[src/rtl/proc_pkg.sv]
// Shared processor definitions: datapath widths, well-known PC values and the fetch buffer payload.
package proc_pkg;

  localparam int unsigned PC_W    = 16;
  localparam int unsigned INSTR_W = 16;

  localparam logic [PC_W-1:0] RESET_PC      = 16'h0000;
  localparam logic [PC_W-1:0] LOOP_START_PC = 16'h0003;

  typedef struct packed {
    logic [INSTR_W-1:0] instr;
    logic [PC_W-1:0]    pc;
  } fetch_entry_t;

endpackage

[src/rtl/fetch_fifo.sv]
// Synchronous fetch buffer holding {instruction, address} pairs; flush empties it at the edge.
module fetch_fifo
  import proc_pkg::*;
#(
  parameter  int unsigned DEPTH = 2,
  localparam int unsigned CNT_W = $clog2(DEPTH + 1)
) (
  input  logic                 clk,
  input  logic                 reset,
  input  logic                 push,
  input  logic                 pop,
  input  logic                 flush_keep_none,
  input  fetch_entry_t         din,
  output fetch_entry_t         head,
  output logic [CNT_W-1:0]     count,
  output logic                 empty
);

  localparam int unsigned PTR_W = (DEPTH > 1) ? $clog2(DEPTH) : 1;

  fetch_entry_t     mem [DEPTH];
  logic [PTR_W-1:0] rd_ptr;
  logic [PTR_W-1:0] wr_ptr;
  logic             push_ok;
  logic             pop_ok;

  function automatic logic [PTR_W-1:0] next_ptr(input logic [PTR_W-1:0] p);
    return (p == PTR_W'(DEPTH - 1)) ? '0 : p + PTR_W'(1);
  endfunction

  assign empty   = (count == '0);
  assign pop_ok  = pop & ~empty;
  assign push_ok = push & ~flush_keep_none;
  assign head    = mem[rd_ptr];

  always_ff @(posedge clk) begin
    if (reset || flush_keep_none) begin
      rd_ptr <= '0;
      wr_ptr <= '0;
      count  <= '0;
    end else begin
      if (push_ok) wr_ptr <= next_ptr(wr_ptr);
      if (pop_ok)  rd_ptr <= next_ptr(rd_ptr);
      count <= count + CNT_W'(push_ok) - CNT_W'(pop_ok);
    end
  end

  // Storage needs no reset: count gates every read of it.
  always_ff @(posedge clk) begin
    if (push_ok && !reset) mem[wr_ptr] <= din;
  end

endmodule

[src/rtl/instr_fetch.sv]
// Fetch stage: credit-limited imem reads, tag tracking, buffered delivery to decode, redirect flush.
module instr_fetch
  import proc_pkg::*;
#(
  parameter int unsigned FIFO_DEPTH = 2
) (
  input  logic               clk,
  input  logic               reset,
  input  logic [PC_W-1:0]    pc,
  output logic               pc_inc,
  input  logic               redirect,
  output logic               imem_en,
  output logic [PC_W-1:0]    imem_addr,
  input  logic [INSTR_W-1:0] imem_rdata,
  output logic [INSTR_W-1:0] instr,
  output logic [PC_W-1:0]    instr_pc,
  output logic               instr_valid,
  input  logic               instr_ready
);

  localparam int unsigned CNT_W = $clog2(FIFO_DEPTH + 1);
  localparam int unsigned CRD_W = CNT_W + 1;

  logic [CNT_W-1:0] count;
  logic             empty;
  fetch_entry_t     head;
  fetch_entry_t     push_data;
  logic             inflight;
  logic [PC_W-1:0]  tag;
  logic             deq;
  logic             issue;
  logic             push;
  logic [CRD_W-1:0] occupancy;

  assign instr_valid = ~empty;
  assign deq         = instr_valid & instr_ready;

  // Buffered plus in-flight entries, net of this cycle's dequeue, must leave room for one more.
  assign occupancy = CRD_W'(count) + CRD_W'(inflight) - CRD_W'(deq);
  assign issue     = ~reset & ~redirect & (occupancy < CRD_W'(FIFO_DEPTH));

  assign pc_inc    = issue;
  assign imem_en   = issue;
  assign imem_addr = pc;

  assign push            = inflight & ~redirect;
  assign push_data.instr = imem_rdata;
  assign push_data.pc    = tag;

  always_ff @(posedge clk) begin
    if (reset) begin
      inflight <= 1'b0;
      tag      <= RESET_PC;
    end else begin
      inflight <= issue;
      if (issue) tag <= pc;
    end
  end

  fetch_fifo #(
    .DEPTH (FIFO_DEPTH)
  ) u_fifo (
    .clk             (clk),
    .reset           (reset),
    .push            (push),
    .pop             (deq),
    .flush_keep_none (redirect),
    .din             (push_data),
    .head            (head),
    .count           (count),
    .empty           (empty)
  );

  assign instr    = instr_valid ? head.instr : '0;
  assign instr_pc = instr_valid ? head.pc    : '0;

endmodule

[config.mk]
export PLATFORM = sky130hd
export DESIGN_NAME = instr_fetch
export DESIGN_NICKNAME = d
export VERILOG_FILES = /design/src/rtl/proc_pkg.sv /design/src/rtl/fetch_fifo.sv /design/src/rtl/instr_fetch.sv
export SDC_FILE = /design/constraint.sdc
export NUM_CORES = 1
export LEC_CHECK = 0
export BUFFER_PORTS_ARGS = -buffer_cell sky130_fd_sc_hd__buf_2
export CORE_MARGIN = 2
export CORE_UTILIZATION = 53
export DETAILED_ROUTE_END_ITERATION = 7
export PLACE_DENSITY = 0.79
export SLEW_MARGIN = 30
export SYNTH_ARGS = -nofsm -noshare
export SYNTH_HDL_FRONTEND = slang
export SYNTH_SLANG_ARGS = --single-unit
[constraint.sdc]
create_clock -name clk -period 5.4 [get_ports clk]
set_input_delay 0.81 -clock clk [delete_from_list [all_inputs] [get_ports clk]]
set_output_delay 0.81 -clock clk [all_outputs]
set_load 0.02 [all_outputs]
==> out/results.txt <==
clk slew on worst S/H paths: 0.08 ns
Ys Warns: 0
delay-heaviest family, CP: adder cells
setup TNS: 0 ns
antenna violations before repair: 0
Residual DRC: 0
Tot GR Track Use: 0.171
post-route ant nets: 0
initial DRC count: 77
CTS resizes: 0
Pre-Repair DR Iteration Count: 4
Hold/Removal Path Class: flip-flop to flip-flop
routed wire length: 6.01 mm
Area growth syn-to-layout: 16.0%
core area: 0.00639 mm^2
top layer in use: met4
die width: 85.6 um
CTS tree: yes
post-synthesis simple-gate area fraction: 0.110
Setup Fix Bufs, Post-CTS: 0
clock root buffer: clkbuf_8
Core Rows: 29
Max clock buf depth: 2
CP Cell Sequence: o21ai_0, inv_1, ha_1, inv_1, nand2_1, fa_1, nor3b_4, buf_4, and2_1, buf_2
gp weighted congestion: 0.778
global-route wire length before repair: 9.45 mm
Synth Area in Compound Gates: 0.0337
Sink Count: 86
WHS: 0.458 ns
final worst path period share: 0.667
cell area after layout: 0.00410 mm^2
cts hold-fix bufs: 0
routed wl met3: 289 um
Worst-Skew Late Latency: 0.34 ns
Placed Area: 0.00389 mm^2
# port buffers: 86
CTS Buf Count: 9
RSZ-0062 raised after global routing: false
Largest stage delay, worst path: 0.49 ns
Leakage: 1.56 nW
multi-input logic area: 937 um^2
Seq cells post-synth: 86
Final Max Tran Viols: 0
status: completed
Avg Vias per Cell: 5.04
DP Wirelength: 3.82 mm
min Tclk post-route: 3.60 ns
Nets: 368
max-cap violation count: 0
actual slew at the worst max-slew pin: 0.780 ns
H-tree depth: 3
highest-delay cell along the critical path: fa_1
metal2 WL: 3.05 mm
Initial Utilization: 0.553
Gate Count Post-Synth: 257
Rel. slew slack: 0.480
CP required: 4.59 ns
Max FO, Critical Path: 18
Seq/Total Area, Yosys: 0.669
total gr overflow: 0
DIE HEIGHT: 85.6 um
clock skew: 0.00705 ns
arrival time worst endpoint: 2.79 ns
most frequent CP cell: inv_1
Critical Path Source Type: flip-flop
I/O pin count: 87
Async SR Flop Fraction: 0
Core Util, Final: 0.641
Achievable Freq: 278 MHz
biggest area consumer among synthesized cells: edfxtp_1
die area: 0.00733 mm^2
Pwr Density: 322 mW/mm^2
number of diodes: 0
fillers: 508
xor-xnor portion of the synthesized cell area: 0.0120
mux cell area share after synthesis: 0.0907
Seq. cell area: 0.00237 mm^2
vias in the first global route: 2,012
layout cells sized above 1: 0.354
Synth top area share: 0.544
final setup fails: 0
Unique masters post-synth: 26
largest net degree at the start of global routing: 33
mapped cell area: 0.00353 mm^2
most numerous cell in the Yosys netlist: edfxtp_1
vias: 2,066
WS Path Type: flip-flop to output pin
post-synth net total: 297
number of synthesized flops with an enable pin: 64
largest family of logic cells by synthesized area: simple AND/OR/NAND/NOR gates
Post-synth top flop: edfxtp_1
Peak VDD IR: 273 uV
largest cells by area after synthesis: edfxtp_1 54%, dfxtp_1 12%, mux2i_1 9.1%
Critical Path End Type: output pin
adder-cell share of the synthesized area: 0.0163
M1 wire length: 2.56 mm
Fin. Hold Viols: 0
wire per inst: 14.7 um
synth cell count leaders: 64 x edfxtp_1, 33 x nor2_1, 32 x mux2i_1
Syn Area/Cell: 13.7 um^2
Critical path buffers and inverters: 4
state kept, by name, summed over array words and instances, names as in the netlist, named ones only:
| name | count |
|---|---|
| u_fifo.wr_ptr | 1 |
| u_fifo.rd_ptr | 1 |
| u_fifo.count | 2 |
| inflight | 1 |
| tag | 16 |
| u_fifo.mem | 64 |
where the power goes:
part	internal [mW]	total, mW	switching (mW)
Combinational	0.0410	0.104	0.0632
Clock	0.260	0.472	0.212
Sequential	0.732	0.744	0.0122
Total	1.03	1.32	0.287
cell type report:
| class | count | area share |
|---|---|---|
| clock buffer | 12 | 0.0330 |
| clock inverter | 4 | 0.0174 |
| inverter | 6 | 0.00550 |
| multi-input combinational | 134 | 0.229 |
| sequential | 86 | 0.578 |
| tap | 77 | 0.0235 |
| timing repair buffer | 91 | 0.114 |
cells in the final DEF, fill, tap and decap left out:
cell / count
buf_2: 86
edfxtp_1: 64
mux2i_1: 32
nor2_1: 32
dfxtp_1: 21
nand2b_1: 16
nand3_1: 16
o21ai_2: 9
clkbuf_8: 9
o21ai_0: 8
inv_1: 6
buf_4: 5
nor3_1: 4
ha_1: 3
clkbuf_1: 3
and2_1: 2
xnor2_1: 2
bufinv_16: 2
xnor2_2: 1
nor3b_4: 1
nor2b_1: 1
nor2_2: 1
nand2_1: 1
and3b_2: 1
nor3b_2: 1
xor2_1: 1
nor3b_1: 1
fa_1: 1
dfxtp_4: 1
clkinv_1: 1
clkinvlp_4: 1
final timing paths:
path | slack, ns | depth (start not counted) | end | startpoint
min reg2reg | 0.46 | 0 | u_fifo.mem[0][8] | tag[8]
max reg2reg | 2.59 | 11 | tag[11] | u_fifo.count[1]
min | 0.46 | 0 | u_fifo.mem[0][8] | tag[8]
max | 1.80 | 10 | imem_en | u_fifo.count[1]
cells by family after synthesis:
kind of cell             count (synthesis)
buffers and inverters                   37
flip-flops                              86
AND/OR/NAND/NOR                         77
XOR/XNOR                                 4
multiplexers                            32
adder cells (fa/ha/maj)                  4
AO/OA/AOI/OAI                           17
metrics by stage:
step / instances / total power, mW / setup slack (ns)
final: 410 / 1.32 / 1.80
after global routing: 410 / 1.38 / 1.61
after CTS: 410 / 1.33 / 1.78
after detailed placement: 394 / 0.865 / 1.81
after global placement: 394 / 0.861 / 1.87
after floorplan: 257 / 0.834 / 1.43
metal layers:
layer | vias to the layer above | GRT usage
li1 | 1025 | -
met1 | 977 | 0.208
met2 | 57 | 0.291
met3 | 7 | 0.0375
met4 | 0 | 0.0779
met5 | - | 0
Power figures use the tool's default switching activity.
